==> config.mk <==
export PLATFORM = sky130hd
export DESIGN_NAME = ps2_keyboard_rx_flat
export DESIGN_NICKNAME = d
export VERILOG_FILES = /design/src/rtl/ps2_pkg.sv /design/src/rtl/ps2_keyboard_rx_if.sv /design/src/rtl/scancode_to_ascii.sv /design/src/rtl/ps2_keyboard_rx.sv /design/src/flat_wrapper.sv
export SDC_FILE = /design/constraint.sdc
export NUM_CORES = 1
export LEC_CHECK = 0
export BUFFER_PORTS_ARGS = -buffer_cell sky130_fd_sc_hd__buf_2
export CORE_MARGIN = 1
export CORE_UTILIZATION = 61
export DETAILED_ROUTE_END_ITERATION = 12
export PLACE_DENSITY = 0.8
export SYNTH_ARGS = -nofsm -noshare
export SYNTH_HDL_FRONTEND = slang
export SYNTH_SLANG_ARGS = --single-unit
==> constraint.sdc <==
create_clock -name clk -period 4.22 [get_ports clk]
set_input_delay 0.633 -clock clk [delete_from_list [all_inputs] [get_ports clk]]
set_output_delay 0.633 -clock clk [all_outputs]
set_load 0.005 [all_outputs]
==> src/rtl/ps2_pkg.sv <==
// Shared types and constants for the PS/2 keyboard receiver.
package ps2_pkg;

   typedef enum logic [1:0] {
      ST_IDLE   = 2'd0,
      ST_DATA   = 2'd1,
      ST_PARITY = 2'd2,
      ST_STOP   = 2'd3
   } ps2_state_e;

   // Frame FSM state and decoder flags, exposed for observation.
   typedef struct packed {
      ps2_state_e state;
      logic       brk;
      logic       ext;
      logic       shift;
   } ps2_dbg_t;

   localparam logic [7:0] SC_BREAK  = 8'hF0;
   localparam logic [7:0] SC_EXT    = 8'hE0;
   localparam logic [7:0] SC_LSHIFT = 8'h12;
   localparam logic [7:0] SC_RSHIFT = 8'h59;
   localparam logic [7:0] SC_ENTER  = 8'h5A;
   localparam logic [7:0] ASCII_CR  = 8'h0D;

endpackage

==> src/rtl/ps2_keyboard_rx_if.sv <==
// Character output bundle from the keyboard receiver to the text display.
// Handshake: write_en is a one-cycle strobe qualifying data; there is no
// ready, the consumer must take every strobe. frame_err is an independent
// one-cycle strobe. data holds its value between strobes.
interface ps2_keyboard_rx_if;
   logic [7:0] data;
   logic       write_en;
   logic       frame_err;

   modport master (output data, output write_en, output frame_err);
   modport slave  (input  data, input  write_en, input  frame_err);
endinterface

==> src/rtl/scancode_to_ascii.sv <==
// Combinational set-2 scancode to ASCII lookup; returns 8'h00 when unmapped.
module scancode_to_ascii
   import ps2_pkg::*;
(
   input  logic [7:0] scancode,
   input  logic       shift,
   output logic [7:0] ascii
);

   logic [7:0] lo;
   logic [7:0] hi;

   always_comb begin
      lo = 8'h00;
      hi = 8'h00;
      case (scancode)
         8'h1C: lo = "a";  8'h32: lo = "b";  8'h21: lo = "c";  8'h23: lo = "d";
         8'h24: lo = "e";  8'h2B: lo = "f";  8'h34: lo = "g";  8'h33: lo = "h";
         8'h43: lo = "i";  8'h3B: lo = "j";  8'h42: lo = "k";  8'h4B: lo = "l";
         8'h3A: lo = "m";  8'h31: lo = "n";  8'h44: lo = "o";  8'h4D: lo = "p";
         8'h15: lo = "q";  8'h2D: lo = "r";  8'h1B: lo = "s";  8'h2C: lo = "t";
         8'h3C: lo = "u";  8'h2A: lo = "v";  8'h1D: lo = "w";  8'h22: lo = "x";
         8'h35: lo = "y";  8'h1A: lo = "z";
         8'h45: begin lo = "0"; hi = ")"; end
         8'h16: begin lo = "1"; hi = "!"; end
         8'h1E: begin lo = "2"; hi = "@"; end
         8'h26: begin lo = "3"; hi = "#"; end
         8'h25: begin lo = "4"; hi = "$"; end
         8'h2E: begin lo = "5"; hi = "%"; end
         8'h36: begin lo = "6"; hi = "^"; end
         8'h3D: begin lo = "7"; hi = "&"; end
         8'h3E: begin lo = "8"; hi = "*"; end
         8'h46: begin lo = "9"; hi = "("; end
         8'h29: begin lo = 8'h20; hi = 8'h20; end
         SC_ENTER: begin lo = ASCII_CR; hi = ASCII_CR; end
         8'h66: begin lo = 8'h08; hi = 8'h08; end
         default: begin lo = 8'h00; hi = 8'h00; end
      endcase
      // Letters shift by clearing bit 5; other shifted values come from the table.
      if (lo >= "a" && lo <= "z") hi = lo - 8'h20;
      ascii = shift ? hi : lo;
   end

endmodule

==> src/rtl/ps2_keyboard_rx.sv <==
// PS/2 set-2 keyboard receiver: frame capture, timeout, make/break/shift
// tracking and ASCII output. Optional macro PS2_PARITY_CHECK_EN enforces odd parity.
module ps2_keyboard_rx
   import ps2_pkg::*;
#(
   parameter int TIMEOUT_CYCLES = 2500
) (
   input  logic              clk,
   input  logic              reset,
   input  logic              ps2_clk,
   input  logic              ps2_data,
   ps2_keyboard_rx_if.master kbd,
   output ps2_dbg_t          dbg
);

   localparam int TO_W = $clog2(TIMEOUT_CYCLES + 1);
   localparam logic [TO_W-1:0] TO_LIMIT = TO_W'(TIMEOUT_CYCLES);

   logic clk_s1, clk_s2, clk_s3;
   logic dat_s1, dat_s2;
   logic fall;

   ps2_state_e     state, state_next;
   logic [2:0]     bit_cnt;
   logic [7:0]     shreg;
   logic           par_bit;
   logic [TO_W-1:0] to_cnt;
   logic           timeout_hit;
   logic           parity_ok;
   logic           accept;
   logic           reject;

   logic [7:0] byte_q;
   logic       byte_vld;
   logic       frame_err_q;

   logic       brk, ext, shift;
   logic [7:0] data_q;
   logic       write_en_q;
   logic [7:0] ascii;

   // Pins idle high, so the synchronizers reset to 1 to avoid a false edge.
   always_ff @(posedge clk or negedge reset) begin
      if (!reset) begin
         clk_s1 <= 1'b1; clk_s2 <= 1'b1; clk_s3 <= 1'b1;
         dat_s1 <= 1'b1; dat_s2 <= 1'b1;
      end else begin
         clk_s1 <= ps2_clk; clk_s2 <= clk_s1; clk_s3 <= clk_s2;
         dat_s1 <= ps2_data; dat_s2 <= dat_s1;
      end
   end

   assign fall = clk_s3 & ~clk_s2;

`ifdef PS2_PARITY_CHECK_EN
   assign parity_ok = ^{shreg, par_bit};
`else
   logic par_unused;
   assign par_unused = par_bit;
   assign parity_ok  = 1'b1;
`endif

   assign timeout_hit = (state != ST_IDLE) && (to_cnt == TO_LIMIT);

   always_comb begin
      state_next = state;
      accept     = 1'b0;
      reject     = 1'b0;
      case (state)
         ST_IDLE:   if (fall && !dat_s2) state_next = ST_DATA;
         ST_DATA:   if (fall && bit_cnt == 3'd7) state_next = ST_PARITY;
         ST_PARITY: if (fall) state_next = ST_STOP;
         ST_STOP: begin
            if (fall) begin
               state_next = ST_IDLE;
               accept     = dat_s2 & parity_ok;
               reject     = ~(dat_s2 & parity_ok);
            end
         end
         default: state_next = ST_IDLE;
      endcase
      if (timeout_hit) begin
         state_next = ST_IDLE;
         accept     = 1'b0;
         reject     = 1'b0;
      end
   end

   always_ff @(posedge clk or negedge reset) begin
      if (!reset) begin
         state       <= ST_IDLE;
         bit_cnt     <= 3'd0;
         shreg       <= 8'h00;
         par_bit     <= 1'b0;
         to_cnt      <= '0;
         byte_q      <= 8'h00;
         byte_vld    <= 1'b0;
         frame_err_q <= 1'b0;
      end else begin
         state <= state_next;
         if (fall && state == ST_IDLE) bit_cnt <= 3'd0;
         if (fall && state == ST_DATA) begin
            shreg   <= {dat_s2, shreg[7:1]};
            bit_cnt <= bit_cnt + 3'd1;
         end
         if (fall && state == ST_PARITY) par_bit <= dat_s2;
         if (state == ST_IDLE || fall || timeout_hit) to_cnt <= '0;
         else                                         to_cnt <= to_cnt + 1'b1;
         byte_vld    <= accept;
         if (accept) byte_q <= shreg;
         frame_err_q <= reject | timeout_hit;
      end
   end

   scancode_to_ascii u_lut (
      .scancode (byte_q),
      .shift    (shift),
      .ascii    (ascii)
   );

   // Prefix codes only arm flags; the following code consumes them silently.
   always_ff @(posedge clk or negedge reset) begin
      if (!reset) begin
         brk        <= 1'b0;
         ext        <= 1'b0;
         shift      <= 1'b0;
         data_q     <= 8'h00;
         write_en_q <= 1'b0;
      end else begin
         write_en_q <= 1'b0;
         if (byte_vld) begin
            if (byte_q == SC_BREAK) begin
               brk <= 1'b1;
            end else if (byte_q == SC_EXT) begin
               ext <= 1'b1;
            end else if (byte_q == SC_LSHIFT || byte_q == SC_RSHIFT) begin
               shift <= ~brk;
               brk   <= 1'b0;
               ext   <= 1'b0;
            end else if (brk || ext) begin
               brk <= 1'b0;
               ext <= 1'b0;
            end else if (ascii != 8'h00) begin
               data_q     <= ascii;
               write_en_q <= 1'b1;
            end
         end
      end
   end

   assign kbd.data      = data_q;
   assign kbd.write_en  = write_en_q;
   assign kbd.frame_err = frame_err_q;

   assign dbg.state = state;
   assign dbg.brk   = brk;
   assign dbg.ext   = ext;
   assign dbg.shift = shift;

endmodule

==> src/flat_wrapper.sv <==
// flat-port wrapper written by rule: the top's interface ports become plain ports
module ps2_keyboard_rx_flat import ps2_pkg::*;
#(
   parameter int TIMEOUT_CYCLES = 2500
)
  (clk, reset, ps2_clk, ps2_data, dbg, kbd_data, kbd_write_en, kbd_frame_err);
  ps2_keyboard_rx_if kbd_i ();
  input  logic clk;
  input  logic reset;
  input  logic ps2_clk;
  input  logic ps2_data;
  output ps2_dbg_t dbg;
  output wire logic [$bits(kbd_i.data)-1:0] kbd_data;
  output wire logic [$bits(kbd_i.write_en)-1:0] kbd_write_en;
  output wire logic [$bits(kbd_i.frame_err)-1:0] kbd_frame_err;
  assign kbd_data = kbd_i.data;
  assign kbd_write_en = kbd_i.write_en;
  assign kbd_frame_err = kbd_i.frame_err;
  ps2_keyboard_rx #(.TIMEOUT_CYCLES(TIMEOUT_CYCLES)) u_core (.clk(clk), .reset(reset), .ps2_clk(ps2_clk), .ps2_data(ps2_data), .kbd(kbd_i), .dbg(dbg));
endmodule
* Word level (Yosys, flattened, before mapping) *
Cells that the tools add are included.

storage, ports and cells
  output and inout bits = 15
  bits in latches = 0
  logic and storage cells = 136
  memory bits (read-only) = 0
  RAM bits = 0
  input port bits = 4
  register bits = 52
  memories = 0

cells by class
  equality and inequality tests = 53
  reductions and logical operators = 22
  shift operators = 0
  bitwise operators = 9
  $lt $le $gt $ge = 2
  $add $sub $neg = 3
  multiplexer cells = 30
  div/mod/pow operators = 0
  multiply operators = 0

operators by type and width
  kind                                                                              count
  7-bit one-hot mux with 39 select lines                                            1
  8-bit by 6-bit == test with 1-bit output, second input constant                   23
  7-bit one-hot mux with 13 select lines                                            1
  8-bit by 7-bit == test with 1-bit output, second input constant                   10
  8-bit by 5-bit == test with 1-bit output, second input constant                   8
  1-bit 2-to-1 mux                                                                  17
  8-bit == test, second input constant                                              2
  8-bit 2-to-1 mux                                                                  2
  12-bit by 1-bit adder with 12-bit output, second input constant                   1
  12-bit == test, second input constant                                             1
  12-bit 2-to-1 mux                                                                 1
  3-bit by 1-bit inequality test with 1-bit output, second input constant           4
  2-bit 2-to-1 mux                                                                  5
  8-bit by 7-bit less-or-equal comparator with 1-bit output, second input constant  1
  2-bit one-hot mux with 4 select lines                                             1
  4-bit AND reduction                                                               2
  8-bit nonzero test                                                                1
  8-bit by 6-bit subtractor with 8-bit output, second input constant                1
  7-bit greater-or-equal comparator, second input constant                          1
  1-bit inverter                                                                    7
  1-bit logical AND                                                                 6
  3-bit 2-to-1 mux                                                                  2
  3-bit AND reduction                                                               2
  6-bit AND reduction                                                               1
  other kinds (12)                                                                  18

* Depth between registers and ports, before layout *
  word-level depth = 13
  mapped depth = 15
  depth with buffers taken out = 12

* Hierarchy *
Synthesis repeated with hierarchy kept, for this count alone.

unflattened totals
  cell total of the unflattened synthesis = 360
  area, all modules = 3540.9 um^2

by module, submodules not included
  module             sequential area each (um^2)  area an instance (um^2)  times used  cells an instance
  ps2_keyboard_rx    1307.5                       2288.4                   1           181
  scancode_to_ascii  0.0                          1252.5                   1           179

* Worst setup path before layout *
No wires, ideal clock.

  kind = reg-to-reg
  start point = register u_core.byte_q[4]
  end point = register u_core.data_q[2] (netlist: u_core.kbd.data[2])
  stages on the path, launching flop included = 15
  clock period less this slack = 3499 ps
  data required time = 4095 ps
  setup time = 125 ps
  setup slack = 721 ps
  arrival = 3374 ps
  cells stage by stage = dfrtp_1 -> buf_2 -> buf_2 -> and4b_1 -> o211ai_1 -> o311ai_0 -> a211oi_1 -> o211ai_1 -> ha_1 -> a21o_1 -> nand2_1 -> o22ai_1 -> or4_4 -> a31oi_4 -> mux2_4

on the way
  longest elaborated chain between the ends = 8
  elaborated cells on any way between the ends = 57
  those cells by class = 1 x add/sub; 2 x order compare; 43 x eq/ne; 4 x mux; 3 x bitwise; 4 x reduce/logical

RTL lines
  item                                                                                                                   RTL line                 source
  from (decl)                                                                                                            ps2_keyboard_rx.sv:33    logic [7:0] byte_q;
  from (signal assigned)                                                                                                 ps2_keyboard_rx.sv:110   if (accept) byte_q <= shreg;
  8-bit by 7-bit == test with 1-bit output (tied with other cells)                                                       scancode_to_ascii.sv:16  case (scancode)
  7-bit one-hot mux with 39 select lines                                                                                 scancode_to_ascii.sv:16
  8-bit by 7-bit less-or-equal comparator with 1-bit output / 7-bit greater-or-equal comparator (equally long branches)  scancode_to_ascii.sv:40  if (lo >= "a" && lo <= "z") hi = lo - 8'h20;
  1-bit logical AND                                                                                                      scancode_to_ascii.sv:40
  8-bit 2-to-1 mux                                                                                                       scancode_to_ascii.sv:40
  8-bit 2-to-1 mux                                                                                                       scancode_to_ascii.sv:41  ascii = shift ? hi : lo;
  8-bit nonzero test                                                                                                     ps2_keyboard_rx.sv:143   end else if (ascii != 8'h00) begin
  6-bit AND reduction (no line)                                                                                          -
  to (signal assigned)                                                                                                   ps2_keyboard_rx.sv:144   data_q <= ascii;
  to (decl)                                                                                                              ps2_keyboard_rx.sv:38    logic [7:0] data_q;

Parallel ways exist; a longest one is shown, timed or not.
A chain may end at the register's enable or synchronous reset.

* Final worst setup path *
Ends and elaborated chain as after synthesis.

==> impl_metrics.py <==
metrics = {
    "grt": {
        "grt_max_degree": 53,
        "grt_pass1_wl_um": 14400,
        "grt-ovfl-total": 0,
        "antenna_found_initial": 0,
        "grt_pass1_vias": 3067,
        "grt_usage_pct": 30.7,
    },
    "yosys": {
        "synthSimpleGateAreaFrac_pct": 24.6,
        "synth_fa_ha_area_share_pct": 3.89,
        "synth_fp_nets": 386,
        "syn_area_um2": 3470,
        "synth_seq_area_share_pct": 37.7,
        "syn_area_per_cell_um2": 9.33,
        "syn_inst": 372,
        "ys.warnings.count": 0,
        "synth_cell_type_count": 74,
        "synth_compound_area_share_pct": 17.1,
        "synthXorXnorAreaFrac_pct": 3.79,
        "synth_edf_count": 0,
        "ys_seq_elements": 52,
        "ys.flop_type": "dfrtp_1",
        "synth.area.mux_share_pct": 6.67,
        "synth_top_family_by_area": "simple AND/OR/NAND/NOR gates",
        "async_flop_share_pct": 100,
    },
    "clocking": {
        "htreeDepth": 2,
        "clk_latency_ps": 310,
        "cts_setup_buffers": 0,
        "clock_sinks": 52,
        "cts_buffer_depth": 2,
        "root_buffer": "clkbuf_8",
        "numCtsBuffers": 5,
        "cts_tree": "yes",
        "path_clk_slew_ps": 100,
    },
    "timing": {
        "clock.fmax_mhz": 252,
        "setup_viol": 0,
        "fin_ws_ps": 246,
        "drv_slew": 0,
        "min_period_ps": 3970,
        "whs_ps": 361,
        "relSlewSlack_pct": 58.0,
        "worst_pin_slew_ps": 623,
        "clock_skew_ps": 15.1,
        "finalSetupTns_ps": 0,
        "final_hold_viol_count": 0,
        "rsz0062_at_grt": "false",
        "post-route-period-util_pct": 94.2,
    },
    "floorplanning": {
        "dieArea_um2": 5990,
        "die_w_um": 77.4,
        "start_util_pct": 63.0,
        "io_pins": 19,
        "core_um2": 5510,
        "die_h_um": 77.4,
        "rows": 27,
    },
    "cells_and_area": {
        "multiInputGateArea_um2": 1960,
        "num-fill-cells": 419,
        "diodes": 0,
        "ff_latch_area_um2": 1310,
        "syn_to_final_growth_pct": 9.23,
        "layout.nets": 400,
        "drive_gt1_share_pct": 21.4,
    },
    "placement": {
        "gp_congestion": 0.970,
        "hpwl_um": 6180,
        "portBuffers": 18,
        "pre_cts_ws_ps": 235,
    },
    "power_and_ir_drop": {
        "swShare_pct": 34.7,
        "p_leak_uw": 0.00161,
        "clock_power_share_pct": 25.6,
        "p_int_uw": 1040,
        "cellPowerDensity_nw_per_um2": 420,
        "vdd_drop_max_mv": 0.382,
        "p_sw_uw": 552,
        "seq_power_share_pct": 43.8,
        "p_comb_share_pct": 30.6,
        "totalPowerFinal_uw": 1590,
    },
    "detailed_routing": {
        "drt-total-wl_um": 8710,
        "ant_nets": 0,
        "vias_per_cell": 6.69,
        "drt_iter0_drc": 424,
        "vias": 3072,
        "drcViolationCount": 0,
        "dr.pass1.iters": 5,
        "drt-wirelength-per-cell_um": 19.0,
    },
    "run_status": {
        "status": "finished clean",
    },
    "critical_path": {
        "critPathMaxFanout": 16,
        "crit_path_end_kind": "flip-flop",
        "arrival_ps": 4180,
        "crit_slowest_cell": "dfrtp_1",
        "startpoint_type": "flip-flop",
        "crit_chain": "and4b_1, o211ai_1, o311ai_0, a211oi_1, nand3_1, ha_1, a21o_1, nand2_1, o22ai_1, or4_4, a31oi_4, mux2_4",
        "crit_buf_inv": 0,
        "critPathTopFamily": "compound AO/OA/AOI/OAI gates",
        "critPathMaxStageDelay_ps": 590,
        "path_class": "flip-flop to flip-flop",
        "required_ps": 4420,
    },
    "worst_hold_path": {
        "hp-class": "flip-flop to flip-flop",
    },
    "flow_run": {
        "max_cap_violations": 0,
    },
}
logic make-up (layout without fill, tap and decap cells):
logic type / after synthesis / count (layout)
and+or+nand+nor: 143 / 143
AOI/OAI and AO/OA: 83 / 83
DFF: 52 / 52
buffers and inverters: 48 / 63
muxes: 20 / 20
xor gates and xnor gates: 15 / 15
adders and majority gates: 11 / 11
timing repair:
item	CTS	global route
resized for setup	0	4
hold buffers	0	0
setup endpoints to repair	0	7
power by group through the flow:
stage / sequential [uW] / clock, uW / combinational (uW)
floorplan: 638 / 0 / 390
global placement: 696 / 0 / 464
detailed placement: 701 / 0 / 479
CTS: 692 / 417 / 481
global route: 710 / 431 / 538
finish: 697 / 408 / 487
worst register-to-register path, delay by kind of cell, from the launching register on:
family,cells,cell delay (ps)
compound gates,6,1510
simple gates,4,1190
flops,1,590
mux,1,340
fa+ha+maj,1,260
Yosys cell counts, types with 6 or more instances:
cell,instances,area share [%]
nor3_1,7,1.0
and3_1,6,1.1
mux2_2,16,5.2
nand3_1,11,1.6
xnor2_1,9,2.3
o21ai_0,17,2.5
a31oi_1,6,1.1
xor2_1,6,1.5
inv_1,20,2.2
nand2_1,21,2.3
a21oi_1,14,2.0
ha_1,10,3.6
nand2b_1,10,1.8
o22ai_1,9,1.6
nor2_1,34,3.7
buf_2,14,2.0
dfrtp_1,47,34
clkbuf_1,9,0.97
nor4b_1,6,1.5
cells in the final DEF, fill, tap and decap left out, types with 6 or more instances in the layout:
| cell | count |
|---|---|
| a21oi_1 | 14 |
| a31oi_1 | 6 |
| and3_1 | 6 |
| buf_2 | 18 |
| buf_4 | 17 |
| dfrtp_1 | 44 |
| ha_1 | 10 |
| inv_1 | 20 |
| mux2_2 | 16 |
| nand2_1 | 21 |
| nand2b_1 | 10 |
| nand3_1 | 11 |
| nor2_1 | 34 |
| nor3_1 | 7 |
| nor4b_1 | 6 |
| o21ai_0 | 17 |
| o22ai_1 | 9 |
| xnor2_1 | 9 |
| xor2_1 | 6 |
area by class of cell:
class	instances	share of cell area, %
Tap cell	72	2.38
Multi-Input combinational cell	272	51.7
Sequential cell	52	34.6
Inverter	20	1.98
Timing Repair Buffer	35	5.74
Clock buffer	5	1.82
Clock inverter	3	1.82
routing by layer:
metal	global-route usage [%]	part of all wire [%]
met1	37.3	40
met4	17.5	4.2
met3	5.06	6.5
met5	0	0
met2	51.8	50
metrics by stage:
step / area, um2 / utilization, % / std cells
after floorplan: 3470 / - / 372
after global placement: 3640 / 66.0 / 451
after detailed placement: 3640 / 66.0 / 451
after CTS: 3770 / 68.5 / 459
after global routing: 3790 / 68.8 / 459
final: 3790 / 68.8 / 459
final timing paths:
| path | from | end | slack (ps) | cells after the start |
|---|---|---|---|---|
| min in group asynchronous | reset | u_core.kbd.data[5] | 420 | 2 |
| max in group asynchronous | reset | u_core.byte_q[3] | 3330 | 2 |
| worst min-delay path | u_core.dat_s1 | u_core.dat_s2 | 360 | 0 |
| worst min register to register | u_core.dat_s1 | u_core.dat_s2 | 360 | 0 |
| worst max-delay path | u_core.byte_q[4] | u_core.kbd.data[2] | 250 | 12 |
| worst max register to register | u_core.byte_q[4] | u_core.kbd.data[2] | 250 | 12 |
sequential cells by signal, indices dropped and copies added, names as in the netlist:
| name | cells |
|---|---|
| u_core.shreg | 8 |
| u_core.clk_s2 | 1 |
| u_core.ext | 1 |
| u_core.dat_s2 | 1 |
| u_core.state | 2 |
| u_core.to_cnt | 12 |
| u_core.clk_s3 | 1 |
| u_core.byte_vld | 1 |
| u_core.brk | 1 |
| u_core.dat_s1 | 1 |
| u_core.shift | 1 |
| u_core.kbd.frame_err | 1 |
| u_core.byte_q | 8 |
| u_core.kbd.data | 8 |
| u_core.clk_s1 | 1 |
| u_core.kbd.write_en | 1 |
| u_core.bit_cnt | 3 |
No activity file was read; power rests on OpenSTA's default activity.
